$ cat config.mk
export PLATFORM = sky130hd
export DESIGN_NAME = seq_detect_param
export DESIGN_NICKNAME = d
export VERILOG_FILES = /design/src/rtl/seq_detect_param.sv
export SDC_FILE = /design/constraint.sdc
export NUM_CORES = 1
export LEC_CHECK = 0
export BUFFER_PORTS_ARGS = -buffer_cell sky130_fd_sc_hd__buf_2
export CAP_MARGIN = 20
export CORE_MARGIN = 4
export CORE_UTILIZATION = 35
export CTS_CLUSTER_SIZE = 40
export DETAILED_ROUTE_END_ITERATION = 7
export SLEW_MARGIN = 20
export SYNTH_ARGS = -nofsm -noshare
export SYNTH_HDL_FRONTEND = slang
export SYNTH_SLANG_ARGS = --single-unit
$ cat constraint.sdc
create_clock -name clk -period 2.2 [get_ports clk]
set_input_delay 0.44 -clock clk [delete_from_list [all_inputs] [get_ports clk]]
set_output_delay 0.44 -clock clk [all_outputs]
set_load 0.03 [all_outputs]
$ cat src/rtl/seq_detect_param.sv
// Parametrised serial sequence detector on a single clock, advanced by an
// internal clock-enable strobe, with configurable overlap/output style and a saturating hit counter.
module seq_detect_param #(
  parameter int                 PAT_LEN = 4,
  parameter logic [PAT_LEN-1:0] PATTERN = 4'b0011,
  parameter bit                 OVERLAP = 1'b1,
  parameter bit                 MOORE   = 1'b0,
  parameter int                 DIV     = 100000000,
  parameter int                 CNT_W   = 8
) (
  input  logic             clk,
  input  logic             rst,
  input  logic             clr,
  input  logic             w,
  output logic             tick,
  output logic             z,
  output logic [CNT_W-1:0] hit_cnt,
  output logic [5:0]       fill
);

  if (PAT_LEN < 2 || PAT_LEN > 32) begin : g_bad_len
    $error("seq_detect_param: PAT_LEN must be in 2..32");
  end
  if (DIV < 1) begin : g_bad_div
    $error("seq_detect_param: DIV must be at least 1");
  end

  localparam int             DW       = (DIV > 1) ? $clog2(DIV) : 1;
  localparam logic [DW-1:0]  DIV_LAST = DW'(DIV - 1);
  localparam logic [5:0]     FILL_MAX = 6'(PAT_LEN);
  localparam logic [5:0]     FILL_ARM = 6'(PAT_LEN - 1);

  logic [DW-1:0]      div_cnt;
  logic [PAT_LEN-2:0] hist;
  logic [PAT_LEN-1:0] cand;
  logic               hit;
  logic               z_q;

  // Gated by rst so that DIV=1 does not strobe while held in reset.
  assign tick = rst & ~clr & (div_cnt == DIV_LAST);
  assign cand = {hist, w};
  assign hit  = tick & (fill >= FILL_ARM) & (cand == PATTERN);
  assign z    = MOORE ? z_q : hit;

  always_ff @(posedge clk or negedge rst) begin
    if (!rst) begin
      div_cnt <= '0;
      hist    <= '0;
      fill    <= '0;
      hit_cnt <= '0;
      z_q     <= 1'b0;
    end else if (clr) begin
      div_cnt <= '0;
      hist    <= '0;
      fill    <= '0;
      hit_cnt <= '0;
      z_q     <= 1'b0;
    end else begin
      div_cnt <= (div_cnt == DIV_LAST) ? '0 : div_cnt + 1'b1;
      if (tick) begin
        hist <= cand[PAT_LEN-2:0];
        z_q  <= hit;
        // Non-overlapping mode keeps shifting hist but invalidates it via fill.
        if (hit && !OVERLAP)
          fill <= '0;
        else if (fill < FILL_MAX)
          fill <= fill + 1'b1;
      end
      if (hit && (hit_cnt != '1))
        hit_cnt <= hit_cnt + 1'b1;
    end
  end

endmodule

==> metrics.md <==
| Metric | Value |
|---|---|
| GRT Overall Usage | `0.1319` |
| Ranking of synthesized cells by area | `dfrtp_1 50%, nor2_1 6.5%, xor2_1 6.4%` |
| Post-layout min period | `2388 ps` |
| Total grt overflow | `0` |
| Cell Chain, Critical Path | `or4b_4 > nor4_4 > nand2_1 > inv_2 > buf_6` |
| DR pass1 iterations | `4` |
| FF+latch count, synth | `44` |
| Vias/cell | `just under 5` |
| Final worst slack | `-188.0 ps` |
| FF-to-FF Start | `div_cnt[9]` |
| Filler cells | `575` |
| Pint | `1.083 mW` |
| Family with the most delay on the worst path | `simple AND/OR/NAND/NOR gates` |
| Critical Path End Type | `output pin` |
| CTS Hold Bufs | `0` |
| Inserted Diodes | `0` |
| Antenna violations before repair | `0` |
| Drt drc | `0` |
| Port Buffer Count | `19` |
| Logic pwr share | `0.035` |
| Critical path buffer and inverter count | `2` |
| Max-slew headroom | `0.6272` |
| Routed length per instance | `12.68 um` |
| Routability cong. | `0.7670` |
| First-pass GRT wire length | `7900 um` |
| Status | `finished with violations` |
| Worst-Skew Late Latency | `290 ps` |
| Core area | `between 5000 and 6000 um2` |
| Flop pwr share | `0.584` |
| Largest net degree at the start of global routing | `45` |
| Syn Area/Cell | `9.958 um2` |
| Longest Clk Path Bufs | `2` |
| HPWL Detailed | `just over 3000 um` |
| Failing checks | `negative setup slack` |
| Worst EP arrival | `roughly 2000 ps` |
| Worst R2R Path Depth | `6` |
| P&R area growth vs syn | `23.52%` |
| Total CTS buffers | `5` |
| Worst endpoint required time | `1760 ps` |
| P_leak | `1.222 nW` |
| Sequential element share of the synthesized area | `0.5049` |
| # Max-Cap Violations | `0` |
| Clk_skew | `approximately 6.2 ps` |
| Syn nets | `226` |
| Critical path's slowest cell | `or4b_4` |
| Rows | `28` |
| H-tree Lvls | `2` |
| 1st-iter DRT viols | `59` |
| CTS tree | `done` |
| Worst Tran Pin Value | `559.1 ps` |
| Slew Limit Fails | `0` |
| CP max FO | `4` |
| Worst hold path class | `in -> async` |
| Crit share post-route | `1.085` |
| Synth warn | `0` |
| PD cells | `518.8 nW/um2` |
| Setup violators final | `5` |
| CP startpoint kind | `flip-flop` |
| Nets | `276` |
| Post-route ant nets | `0` |
| Mapped cell area | `2181 um2` |
| Crit path launch | `div_cnt[9]` |
| Netlist cell types | `38` |
| WL final | `approximately 4400 um` |
| R2r setup slk | `-90 ps` |
| Mapped Cells | `219` |
| Root Driver | `clkbuf_8` |
| Commonest non-fill, non-tap cell in the layout | `dfrtp_1` |
| Area leader, netlist | `dfrtp_1` |
| Top-area cell type share of the netlist area | `0.5049` |
| Initial Util | `0.3640` |
| Final Hold Fails | `0` |
| Most frequent cells in the layout | `44 x dfrtp_1, 37 x nor2_1, 28 x buf_4` |
| Worst vdd ir | `0.0002793 V` |
| Worst-path clk slew | `about 90 ps` |
| Die Width | `86.94 um` |
| Fmax | `between 400 and 500 MHz` |
| Stages on the worst setup path | `5` |
| Setup Crit Path Kind | `reg -> out` |
| Vias in the first global route | `1757` |
| Die ar. | `7558 um2` |
| Crit Reg-Reg Endpoint | `hit_cnt[4]` |
| Finished Core Util | `0.4497` |
| P_sw | `0.3152 mW` |
| Pwr Total | `1.398 mW` |
| IO Pins | `20` |
| Clock power share | `0.381` |
| CTS sink count | `between 40 and 50` |
| Dpl cells | `333` |
| Layout cells sized above 1 | `0.2370` |
| Net Sw Frac | `0.2255` |
| RSZ-0062 raised after global routing | `true` |
| Placement Cell Area | `2552 um2` |
| Vias | `1708` |
| Largest stage delay on the critical path | `550 ps` |
| Non-Filler Instances | `345` |
| Final instance area | `2694 um2` |
| Dpl ws | `between 7 and 8 ps` |
| Die outline height | `86.94 um` |
==> area by class of cell <==
type / count / area (um2) / area share
Inverter: 6 / 22.52 / 0.008360
Tap cell: 75 / 93.84 / 0.03484
Multi-Input combinational cell: 164 / 1045 / 0.3878
Sequential cell: 44 / 1101 / 0.4087
Timing Repair Buffer: 48 / 337.8 / 0.1254
Clock inverter: 1 / 7.507 / 0.002787
Clock buffer: 7 / 86.33 / 0.03205
==> power groups by stage <==
stage / sequential [mW] / clock, mW / combinational (mW)
floorplan: 0.832 / 0 / 0.0206
detailed placement: 0.833 / 0 / 0.0511
global placement: 0.833 / 0 / 0.0514
global route: 0.817 / 0.580 / 0.0582
finish: 0.816 / 0.532 / 0.0489
CTS: 0.817 / 0.549 / 0.0517
==> state kept, by name, indices dropped and copies added, names as in the netlist <==
signal   count
div_cnt     27
fill         6
hit_cnt      8
hist         3
==> metal layers <==
layer | share of wire | GRT usage | up-vias
met3 | 0.043 | 0.02933 | 5
met4 | 0.016 | 0.05524 | 0
met1 | 0.48 | 0.1620 | 817
met5 | 0 | 0 | -
li1 | - | - | 859
met2 | 0.47 | 0.2222 | 27
==> Yosys cell counts (all sizes together) <==
library cell / n
inv: 6
or4b: 1
ha: 3
nand4b: 1
o31ai: 3
or2: 1
o21ai: 5
mux2i: 2
nor3: 5
dfrtp: 44
a211oi: 1
nand3: 19
and2: 1
nand2b: 10
xor2: 16
a21oi: 4
nor2b: 4
clkbuf: 3
a2111oi: 1
nand4: 8
a41oi: 1
mux2: 1
a211o: 2
and4: 2
nor4: 4
nand3b: 1
and3: 5
nand2: 10
nor2: 38
a21o: 1
xnor2: 10
buf: 2
or4: 4
==> worst max path at each step <==
| stage | endpoint |
|---|---|
| final | tick |
| after global routing | tick |
| after CTS | z |
| after detailed placement | z |
| after global placement | z |
| after floorplan | hit_cnt[4] |
==> cell families after synthesis <==
logic type,after synthesis,share of synthesized area
AO/OA/AOI/OAI,18,0.05393
multiplexers,3,0.01434
AND/OR/NAND/NOR,114,0.2851
XOR/XNOR,26,0.1044
adder cells (fa/ha/maj),3,0.01721
flip-flops,44,0.5049
buffers and inverters,11,0.02008
==> timing repair <==
item	4_1_cts	5_1_grt
setup endpoints to repair	2	9
buffers inserted	3	1
pin swaps	3	4
gates resized for setup	5	1
==> per-stage QoR <==
| step | TNS, ps | hold WS, ps |
|---|---|---|
| finish | -511.0 | 241.6 |
| global route | -995.7 | 297.6 |
| CTS | -708.4 | 278.8 |
| detailed placement | 0 | 483.3 |
| global placement | 0 | 477.2 |
| floorplan | -225.5 | 144.4 |
Power figures use the tool's default switching activity.
